--- config.mk ---
export PLATFORM = sky130hd
export DESIGN_NAME = axi_wr_slave
export DESIGN_NICKNAME = d
export VERILOG_FILES = /design/src/rtl/axi_pkg.sv /design/src/rtl/axi_addr_next.sv /design/src/rtl/axi_wr_slave.sv
export SDC_FILE = /design/constraint.sdc
export NUM_CORES = 1
export LEC_CHECK = 0
export ABC_AREA = 1
export CAP_MARGIN = 10
export CORE_MARGIN = 5
export CORE_UTILIZATION = 45
export DETAILED_ROUTE_END_ITERATION = 12
export GPL_ROUTABILITY_DRIVEN = 0
export PLACE_DENSITY = 0.73
export SLEW_MARGIN = 20
export SYNTH_ARGS = -nofsm -noshare
export SYNTH_HDL_FRONTEND = slang
export SYNTH_HIERARCHICAL = 1
export SYNTH_SLANG_ARGS = --single-unit
export TNS_END_PERCENT = 5
--- constraint.sdc ---
create_clock -name axi_aclk -period 3 [get_ports axi_aclk]
set_input_delay 0.75 -clock axi_aclk [delete_from_list [all_inputs] [get_ports axi_aclk]]
set_output_delay 0.75 -clock axi_aclk [all_outputs]
set_load 0.1 [all_outputs]
--- src/rtl/axi_pkg.sv ---
// axi_pkg: shared AXI4 burst/response codes, slave state encoding
// and the 4KB page constant used by the write (and future read) slave.
package axi_pkg;

   localparam logic [1:0] BURST_FIXED = 2'b00;
   localparam logic [1:0] BURST_INCR  = 2'b01;
   localparam logic [1:0] BURST_WRAP  = 2'b10;
   localparam logic [1:0] BURST_RSVD  = 2'b11;

   localparam logic [1:0] RESP_OKAY   = 2'b00;
   localparam logic [1:0] RESP_SLVERR = 2'b10;

   localparam logic [31:0] BOUNDARY_4K = 32'h1000;

   typedef enum logic [1:0] {
      ST_IDLE,
      ST_DATA,
      ST_RESP
   } state_t;

endpackage

--- src/rtl/axi_addr_next.sv ---
// axi_addr_next: combinational next-beat byte address for
// FIXED/INCR/WRAP bursts.
module axi_addr_next #(
   parameter int AW = 32
) (
   input  logic [AW-1:0] cur,
   input  logic [2:0]    size,
   input  logic [7:0]    len,
   input  logic [1:0]    burst,
   output logic [AW-1:0] nxt
);
   import axi_pkg::*;

   logic [AW-1:0] incr;
   logic [AW-1:0] tot;

   always_comb begin
      incr = AW'(1) << size;
      tot  = (AW'(len) + AW'(1)) << size;
      nxt  = cur;
      unique case (burst)
         BURST_FIXED: nxt = cur;
         // Aligning first lets an unaligned start realign after beat 0
         BURST_INCR:  nxt = (cur & ~(incr - AW'(1))) + incr;
         BURST_WRAP:  nxt = (cur & ~(tot - AW'(1)))
                          | ((cur + incr) & (tot - AW'(1)));
         default:     nxt = cur;
      endcase
   end

endmodule

--- src/rtl/axi_wr_slave.sv ---
// axi_wr_slave: AXI4 write-slave endpoint, one burst at a time,
// driving a single-beat memory write port and one B response per burst.
module axi_wr_slave #(
   parameter int AW = 32,
   parameter int DW = 64
) (
   input  logic            axi_aclk,
   input  logic            axi_aresetn,
   input  logic [AW-1:0]   s_awaddr,
   input  logic [7:0]      s_awlen,
   input  logic [2:0]      s_awsize,
   input  logic [1:0]      s_awburst,
   input  logic            s_awvalid,
   output logic            s_awready,
   input  logic [DW-1:0]   s_wdata,
   input  logic [DW/8-1:0] s_wstrb,
   input  logic            s_wlast,
   input  logic            s_wvalid,
   output logic            s_wready,
   output logic [1:0]      s_bresp,
   output logic            s_bvalid,
   input  logic            s_bready,
   output logic            mem_we,
   output logic [AW-1:0]   mem_addr,
   output logic [DW-1:0]   mem_wdata,
   output logic [DW/8-1:0] mem_wstrb
);
   import axi_pkg::*;

   localparam logic [2:0] MAXSZ = 3'($clog2(DW/8));

   state_t        state;
   logic [AW-1:0] cur;
   logic [AW-1:0] nxt;
   logic [7:0]    len_q;
   logic [7:0]    beat_cnt;
   logic [2:0]    size_q;
   logic [1:0]    burst_q;
   logic          err;

   logic [AW-1:0] size_mask;
   logic [31:0]   span;
   logic [31:0]   off;
   logic          len_ok;
   logic          aw_err;
   logic          cnt_end;
   logic          last_beat;
   logic          mismatch;

   axi_addr_next #(.AW(AW)) u_addr_next (
      .cur   (cur),
      .size  (size_q),
      .len   (len_q),
      .burst (burst_q),
      .nxt   (nxt)
   );

   always_comb begin
      size_mask = (AW'(1) << s_awsize) - AW'(1);
      span      = (32'(s_awlen) + 32'd1) << s_awsize;
      off       = 32'(s_awaddr[11:0]);
      len_ok    = (s_awlen == 8'd1) || (s_awlen == 8'd3)
               || (s_awlen == 8'd7) || (s_awlen == 8'd15);
      aw_err    = (s_awsize > MAXSZ)
               || (s_awburst == BURST_RSVD)
               || ((s_awburst == BURST_WRAP) && !len_ok)
               || ((s_awburst == BURST_WRAP)
                   && ((s_awaddr & size_mask) != '0))
               || ((s_awburst == BURST_INCR)
                   && ((off + span) > BOUNDARY_4K));
      cnt_end   = (beat_cnt == len_q);
      last_beat = s_wlast | cnt_end;
      mismatch  = s_wlast ^ cnt_end;
   end

   always_ff @(posedge axi_aclk or negedge axi_aresetn) begin
      if (!axi_aresetn) begin
         state     <= ST_IDLE;
         cur       <= '0;
         len_q     <= '0;
         beat_cnt  <= '0;
         size_q    <= '0;
         burst_q   <= '0;
         err       <= 1'b0;
         s_awready <= 1'b0;
         s_wready  <= 1'b0;
         s_bvalid  <= 1'b0;
         s_bresp   <= RESP_OKAY;
         mem_we    <= 1'b0;
         mem_addr  <= '0;
         mem_wdata <= '0;
         mem_wstrb <= '0;
      end else begin
         mem_we <= 1'b0;
         unique case (state)
            ST_IDLE: begin
               if (s_awready && s_awvalid) begin
                  cur       <= s_awaddr;
                  len_q     <= s_awlen;
                  size_q    <= s_awsize;
                  burst_q   <= s_awburst;
                  beat_cnt  <= '0;
                  err       <= aw_err;
                  s_awready <= 1'b0;
                  s_wready  <= 1'b1;
                  state     <= ST_DATA;
               end else begin
                  s_awready <= 1'b1;
               end
            end
            ST_DATA: begin
               if (s_wvalid && s_wready) begin
                  mem_we    <= ~err;
                  mem_addr  <= cur;
                  mem_wdata <= s_wdata;
                  mem_wstrb <= s_wstrb;
                  cur       <= nxt;
                  beat_cnt  <= beat_cnt + 8'd1;
                  if (last_beat) begin
                     err      <= err | mismatch;
                     s_wready <= 1'b0;
                     s_bvalid <= 1'b1;
                     s_bresp  <= (err | mismatch) ? RESP_SLVERR
                                                  : RESP_OKAY;
                     state    <= ST_RESP;
                  end
               end
            end
            ST_RESP: begin
               if (s_bready) begin
                  s_bvalid  <= 1'b0;
                  s_awready <= 1'b1;
                  state     <= ST_IDLE;
               end
            end
            default: state <= ST_IDLE;
         endcase
      end
   end

endmodule

# Yosys cells after proc, flatten, opt, wreduce, memory -nomap -nowiden
# Cells that the tools add are included.
[op_classes]
n_reduce_logical = 27
n_addsub = 9
bitwise = 11
muxes = 30
eq_ne = 17
order_cmp = 2
shifts = 4
[op_table]
columns = ["op", "count"]
rows = [
  ["32-bit AND", 4],
  ["32-bit case mux with 2 select lines", 2],
  ["32-bit adder", 2],
  ["32-bit 2-to-1 mux", 2],
  ["32-bit inverter", 2],
  ["1-bit by 3-bit << shifter with 32-bit output (first input constant)", 2],
  ["32-bit by 1-bit subtractor with 32-bit output (second input constant)", 2],
  ["12-bit by 32-bit adder with 32-bit output", 1],
  ["32-bit by 13-bit greater-than comparator with 1-bit output (second input constant)", 1],
  ["32-bit bitwise OR", 1],
  ["32-bit nonzero test", 1],
  ["32-bit by 3-bit << shifter with 32-bit output", 1],
  ["9-bit by 3-bit << shifter with 32-bit output", 1],
  ["32-bit by 2-bit subtractor with 32-bit output (second input constant)", 1],
  ["8-bit by 1-bit adder with 9-bit output (second input constant)", 2],
  ["8-bit 2-to-1 mux", 2],
  ["8-bit case mux with 2 select lines", 1],
  ["4-bit AND reduction", 4],
  ["1-bit 2-to-1 mux", 13],
  ["2-bit 2-to-1 mux", 5],
  ["8-bit by 1-bit adder with 8-bit output (second input constant)", 1],
  ["2-bit == test (second input constant)", 4],
  ["8-bit by 1-bit == test with 1-bit output (second input constant)", 1],
  ["8-bit by 2-bit == test with 1-bit output (second input constant)", 1],
  ["other kinds (19)", 43],
]
[word_totals]
in_bits = 123
regBits = 166
word_cells = 115
output_inout_bits = 110

# Depth between registers and ports, before layout
# Gate-level depths: netlist of the first run.
[depth]
ltp_word = 11
depth_mapped = 27
ltp_nobuf = 27

# Modules after synthesis
# The synthesis of the first run kept the hierarchy.
[modules_own_cells]
columns = ["mod", "area_each_um2", "seq_area_each_um2", "cells_per_inst", "n_inst"]
rows = [
  ["axi_wr_slave", 8201.6, 4129.0, 1048, 1],
  ["axi_addr_next", 4463.0, 0.0, 870, 1],
]

# Worst setup path before layout of the first run
# No wires, ideal clock.
[synth_path]
path_type = "input port to flip-flop"
startpoint = "input s_awlen[0]"
endpoint = "register err"
path_stages = 24
path_buffers = 0
required_time_ps = 2884
arrival_ps = 3097
path_slack_ps = -214
path_cell_list = "ha_1 -> nand2_1 -> nor2_1 -> xor2_1 -> o21ai_0 -> nor2_1 -> a31oi_1 -> nand2_1 -> o21ai_0 -> ha_1 -> nand2_1 -> inv_1 -> a21oi_1 -> nand2_1 -> a21boi_2 -> o21ai_2 -> nand3_1 -> nand3_1 -> nor2_1 -> nand2_1 -> nand2_1 -> nand2_1 -> nand2_1 -> nand2_1"
[synth_via]
elab_chain_len = 11
word_cells_on_any_way = 19
cone_classes = "add/sub: 2; order compare: 1; eq/ne: 4; shift: 1; mux: 2; reduce/logical: 9"
[synth_rtl]
columns = ["item", "line", "source"]
rows = [
  ["start, declared", "axi_wr_slave.sv:10", "input logic [7:0] s_awlen,"],
  ["parallel branches: the longest is 8 deep, another holds 12-bit by 32-bit adder with 32-bit output", "n/a", ""],
  ["1-bit logical OR *", "axi_wr_slave.sv:69", "|| ((s_awburst == BURST_INCR)"],
  ["1-bit 2-to-1 mux *", "axi_wr_slave.sv:97", "if (s_awready && s_awvalid) begin"],
  ["1-bit case mux with 2 select lines *", "axi_wr_slave.sv:95", "unique case (state)"],
  ["end signal, assigned", "axi_wr_slave.sv:103", "err <= aw_err;"],
  ["end signal, assigned", "axi_wr_slave.sv:120", "err <= err | mismatch;"],
  ["end, declared", "axi_wr_slave.sv:39", "logic err;"],
]
# Every way passes the cells marked *. The select of a mux whose other input is x is not followed.
# A chain may end at the register's enable or synchronous reset.

# Worst setup path after layout of the first run
[layout_path]
startpoint = "input s_awlen[2]"
endpoint = "register err"
# The elaborated chain is that of the path after synthesis.

==> flow_metrics.tcl, run 1 <==
set metrics [dict create \
    status "finished with violations" \
    violations "setup timing" \
    slew_viol_final 0 \
    cts-buffers-inserted 17 \
    synth.distinct_cells 56 \
    antenna_left 0 \
    crit_chain "clkdlybuf4s15_2 -> nand2_2 -> nor2_2 -> xor2_1 -> buf_4 -> o21ai_4 -> o21ai_2 -> o22ai_1 -> ha_1 -> nand2_1 -> nand2_1 -> a21oi_2 -> nand2_2 -> a21boi_2 -> o21ai_2 -> buf_4 -> xor2_2 -> nand2_1 -> nand2_1 -> nand2_1 -> nand2_1 -> nand2_1 -> nand2_1" \
    portBuffers 231 \
    std_cell_rows 61 \
    fin_crit_sh_pct 108 \
    routed_wl_um 42900 \
    ys_ff_latch 165 \
    overflow 0 \
    wl_per_cell_um 16.0 \
    total_power_mw 22.0 \
    clock-sinks 165 \
    cts_max_path_buffers 2 \
    synth-main-ff-cell "dfrtp_1" \
    hp-class "in -> async" \
    dp_slack_ps -1200 \
    clkLatencyLatePin_ps 430 \
    hold_viol_final 0 \
    critPathMaxStageDelay_ps 380 \
    synth_edf_count 0 \
    dp.cells 2634 \
    cts_root_buf "clkbuf_16" \
    critPathCaptureType "flip-flop" \
    fmax_ghz 0.308 \
    cpMostUsedCell "nand2_1" \
    multiInputGateArea_um2 7680 \
    drc 0 \
    post-route-cell-area_um2 17200 \
    die_area_um2 31600 \
    fp.dieW_um 178 \
    drt_iter0_drc 1192 \
    postSynthAreaPerCell_um2 6.60 \
    syn_nets 2078 \
    synth_area_um2 12700 \
    ys_async_sr_fraction_pct 100 \
    num-nets-final 2446 \
    power_density_nw_per_um2 1280 \
    fin_skew_ps 14.4 \
    cap_viol_max_count 0 \
    max_slew.worst_pin.slew_ps 837 \
    whs_ps 226 \
    arrival_ps 3570 \
    coreArea_um2 27800 \
    synth_seq_area_share_pct 32.6 \
    worstSetupPathType "in -> reg" \
    leakage_nw 8.87 \
    setup_viol 1 \
    ios 233 \
    vias 14400 \
    insertedDiodeCount 0 \
    vias_per_cell 5.36 \
    ir_worst_vdd_mv 0.694 \
    setup_slack_ps -242 \
    clkTransAtPathRegs_ps 80 \
    crit_slowest_cell "ha_1" \
    crit_fanout 4 \
    r2r-end "cur[9]" \
    rrSetupSlack_ps 20 \
    die_y_um 178 \
    setup_tns_ps -242 \
    cp_data_required_time_ps 3320 \
    areaGrowthSynthToFinish_pct 35.8 \
    grt_util_all_layers_pct 26.5 \
    min_period_ps 3240 \
    r2r_cells 19 \
    start_util_pct 45.6 \
    syn_inst 1918 \
    start_kind "primary input" \
    rr_startpoint "size_q[2]" \
    final_util_pct 61.9 \
    dp_hpwl_um 32400 \
    antenna_found_initial 0 \
    final_cell_mix "708 x nand2_1, 289 x buf_4, 178 x inv_1, 163 x dfrtp_1, 147 x nand3_1" \
    rsz0062_at_grt "true" \
    tritoncts "built" \
    synth-warning-count 6 \
    ff_latch_area_um2 4130 \
    first_pass_iters 5 \
    final_cells 2677 \
    grt_pass1_wl_um 68600 \
    h-tree-depth 4 \
    grt_pass1_vias 13800 \
    drive_above_1_share_pct 22.7 \
    grt_max_degree 70 \
    layout_commonest_cell "nand2_1" \
    relSlewSlack_pct 44.1 \
    fill_cells 2564 \
    place_area_um2 16300 \
]
-- per-layer routing --
metal / wire length [um] / vias to the layer above / global-route usage, %
met4: 1370 / 0 / 9.06
met3: 3750 / 113 / 4.81
met2: 19400 / 680 / 43.9
met1: 18400 / 6658 / 35.1
met5: 0 / - / 0
li1: - / 6907 / -
-- worst max path at each step --
stage / startpoint / endpoint / slack (ps) / depth (start not counted)
finish: s_awlen[2] / err / -240 / 23
global route: s_awlen[2] / err / -490 / 24
CTS: s_awlen[0] / err / -110 / 25
detailed placement: s_awlen[0] / err / -1200 / 24
global placement: s_awlen[0] / err / -1100 / 24
floorplan: s_awlen[0] / err / -100 / 24
-- critical path: cells and delay by family --
family                     cells  cell delay (ps)
and+or+nand+nor               11              790
buffers and inverters          3              520
AOI/OAI and AO/OA              6              790
adders and majority gates      1              380
xor gates and xnor gates       2              320
-- cell usage after synthesis (23+ instances only) --
cell type,n,share of area (%)
inv_1,185,5.5
nand3_1,153,6.0
a21oi_1,48,1.9
a31oi_1,32,1.6
dfrtp_1,165,33
o21ai_0,94,3.7
nand2_2,34,1.7
nand3_2,26,2.1
ha_1,35,3.5
nand4_1,23,1.1
xor2_1,35,2.4
nor2_1,143,4.2
nand2_1,720,21
clkbuf_1,37,1.1
-- sequential cells by signal, summed over array words and instances, names as in the netlist, 3 cells and up --
| name | flops |
|---|---|
| mem_wstrb | 8 |
| mem_addr | 32 |
| len_q | 8 |
| size_q | 3 |
| beat_cnt | 8 |
| cur | 32 |
| mem_wdata | 64 |
-- kinds of logic (layout without fill, tap and decap cells) --
family	after synthesis	in the layout	share of synthesized area [%]
AND/OR/NAND/NOR	1150	1150	40.0
buffers and inverters	271	652	8.97
AO/OA/AOI/OAI	248	248	11.4
flip-flops	165	165	32.6
XOR/XNOR	46	46	3.18
adder cells (fa/ha/maj)	37	37	3.77
other	1	1	0.0296
-- report_power, final --
group	internal, mW	total (mW)	switching [mW]
clock network	1.12	2.23	1.11
logic	4.42	15.6	11.2
registers	3.24	4.24	0.993
total	8.78	22.0	13.3
-- layout make-up --
| type | instances | share of cell area, % |
|---|---|---|
| multi-input cells | 1482 | 44.7 |
| flip-flops and latches | 165 | 24.0 |
| repair buffers | 421 | 20.7 |
| inverters | 199 | 4.47 |
| well taps | 378 | 2.75 |
| clock buffers | 17 | 2.47 |
| clock inverters | 15 | 0.910 |
-- repair_timing --
| item | in CTS | in global routing |
|---|---|---|
| gates resized for setup | 60 | 58 |
| endpoints found under the setup margin | 2 | 24 |
| pin swaps | 31 | 17 |
| buffers inserted | 8 | 3 |
| hold buffers | 0 | 0 |
| endpoints found under the hold margin | 0 | 0 |
Note: power is estimated with default switching activity, not from simulation.
==> inputs of run 2 (changes only) <==
--- a/config.mk
+++ b/config.mk
@@ -7,7 +7,6 @@
 export LEC_CHECK = 0
 export ABC_AREA = 1
 export CAP_MARGIN = 10
-export CORE_MARGIN = 5
 export CORE_UTILIZATION = 45
 export DETAILED_ROUTE_END_ITERATION = 12
 export GPL_ROUTABILITY_DRIVEN = 0
==> run 2 against run 1 <==
  * Critical path depth rose by 2
  * Clock-buffer cell count rose by 1
  * Setup slack improved by 48 ps
  * Total power rose by 0.21%
  * The run still ends with setup timing left
  * Design area rose by 1.4%
  * Clock skew rose by 6.4 ps
  * Die area fell by 8.8%
  * Core utilization rose by 1.0 points
  * Clock power rose by 2%
==> flow_metrics.tcl, run 2 (synthesis gave the netlist of run 1 again) <==
set metrics [dict create \
    status "finished with violations" \
    violations "setup timing" \
    die_y_um 170 \
    setup_slack_ps -195 \
    clkTransAtPathRegs_ps 70 \
    rsz0062_at_grt "true" \
    ctsHoldBuffers 0 \
    areaGrowthSynthToFinish_pct 37.7 \
    layout_commonest_cell "nand2_1" \
    start_kind "primary input" \
    critPathCaptureType "flip-flop" \
    fin_skew_ps 20.8 \
    p_int_mw 8.98 \
    grt_pass1_wl_um 69000 \
    routed_wl_um 43200 \
    ios 233 \
    worstSetupPathType "in -> reg" \
    power_density_nw_per_um2 1270 \
    clkLatencyLatePin_ps 450 \
    insertedDiodeCount 0 \
    drc 0 \
    coreArea_um2 27700 \
    drt_iter0_drc 1261 \
    cap_viol_max_count 0 \
    clock-sinks 165 \
    portBuffers 231 \
    die_area_um2 28800 \
    overflow 0 \
    cp_data_required_time_ps 3390 \
    cts_root_buf "clkbuf_16" \
    hp-class "in -> async" \
    fin_crit_sh_pct 106 \
    dp_slack_ps -1110 \
    h-tree-depth 4 \
    arrival_ps 3590 \
    critPathMaxStageDelay_ps 230 \
    p_sw_mw 13.1 \
    post-route-cell-area_um2 17400 \
    cts_max_path_buffers 2 \
    antenna_left 0 \
    dp_hpwl_um 32200 \
    setup_viol 13 \
    final_cell_mix "710 x nand2_1, 337 x buf_4, 179 x inv_1, 165 x dfrtp_1, 149 x nand3_1" \
    drive_above_1_share_pct 23.2 \
    cts-buffers-inserted 17 \
    rr_startpoint "size_q[0]" \
    grt_max_degree 101 \
    grt_util_all_layers_pct 30.2 \
    max_slew.worst_pin.slew_ps 847 \
    min_period_ps 3190 \
    vias 14500 \
    grt_pass1_vias 13700 \
    top_regs "mem_wdata (64), cur (32), mem_addr (32)" \
    top_register "mem_wdata" \
    power_frac_seq_pct 19.3 \
    hold_viol_final 0 \
    crit_fanout 3 \
    wl_per_cell_um 15.9 \
    vias_per_cell 5.31 \
    cp-startpoint "s_awlen[3]" \
    start_util_pct 45.7 \
    clkPwrFrac_pct 10.3 \
    slew_viol_final 0 \
    antenna_found_initial 0 \
    p_sw_share_pct 59.4 \
    first_pass_iters 8 \
    leakage_nw 9.08 \
    num-nets-final 2491 \
    fmax_ghz 0.313 \
    relSlewSlack_pct 43.5 \
    ir_worst_vdd_mv 0.674 \
    place_area_um2 16400 \
    fp.dieW_um 170 \
    largest_reg_flops 64 \
    std_cell_rows 61 \
    combPwrFrac_pct 70.4 \
    cpMostUsedCell "buf_4" \
    crit_slowest_cell "clkdlybuf4s15_1" \
    tritoncts "built" \
]
[run 2: changes by cell type in the layout (fill, tap and decap cells not counted), sizes merged]
cell and change:
dlygate4sd2 +2, clkbuf +1, clkdlybuf4s50 -1, bufinv +2
clkinv -2, clkinvlp +1, inv -2, clkdlybuf4s15 -2
buf +46
[run 2: area by class of cell]
cell class                 instances  area, um^2
fill                            2510       10300
multi-input combinational       1482        7610
sequential                       165        4130
timing repair buffer             466        3860
inverter                         199         767
tap                              378         473
clock buffer                      18         429
clock inverter                    14         164
[run 2: critical path, delay by kind of cell]
kind	cells	cell delay [ps]
buffers and inverters	18	2330
AO/OA/AOI/OAI	2	240
AND/OR/NAND/NOR	5	260
[run 2: per-stage QoR]
stage	setup TNS, ps	hold WS (ps)	instances	power (mW)	util (%)
2_1_floorplan	-96.2	427	1918	15.1	-
3_3_place_gp	-1200	454	2660	19.3	59.3
3_5_place_dp	-1320	460	2660	19.5	59.3
4_1_cts	-271	295	2721	22.0	62.7
5_1_grt	-6000	315	2722	23.5	62.9
6_report	-1020	286	2722	22.1	62.9
[run 2: final timing paths]
path                                 endpoint  slack (ps)  cells after the start
worst max-delay path                      err        -190                     25
worst min-delay path            mem_wdata[14]         290                      1
worst max register to register        cur[26]        -160                     17
worst min register to register  mem_wdata[39]         470                      2
max in group asynchronous       mem_wdata[57]        1970                      2
min in group axi_aclk           mem_wdata[39]         470                      2
[run 2: per-layer routing]
| layer | vias up | wire length [um] | track usage (%) |
|---|---|---|---|
| met4 | 0 | 1110 | 9.64 |
| met2 | 639 | 20000 | 50.6 |
| li1 | 6984 | - | - |
| met1 | 6743 | 18500 | 39.0 |
| met5 | - | 0 | 0 |
| met3 | 91 | 3560 | 5.81 |
[run 2: power groups by stage]
stage,clock network [mW],registers (mW),logic [mW]
after detailed placement,0,4.26,15.3
after global placement,0,4.22,15.0
after floorplan,0,8.81,6.30
after CTS,2.32,4.23,15.4
final,2.28,4.25,15.6
after global routing,2.42,4.38,16.7
[run 2: what timing repair did]
| item | 4_1_cts | 5_1_grt |
|---|---|---|
| endpoints found under the setup margin | 11 | 27 |
| resized for setup | 65 | 22 |
| buffers inserted | 29 | 1 |
| pin swaps | 28 | 18 |
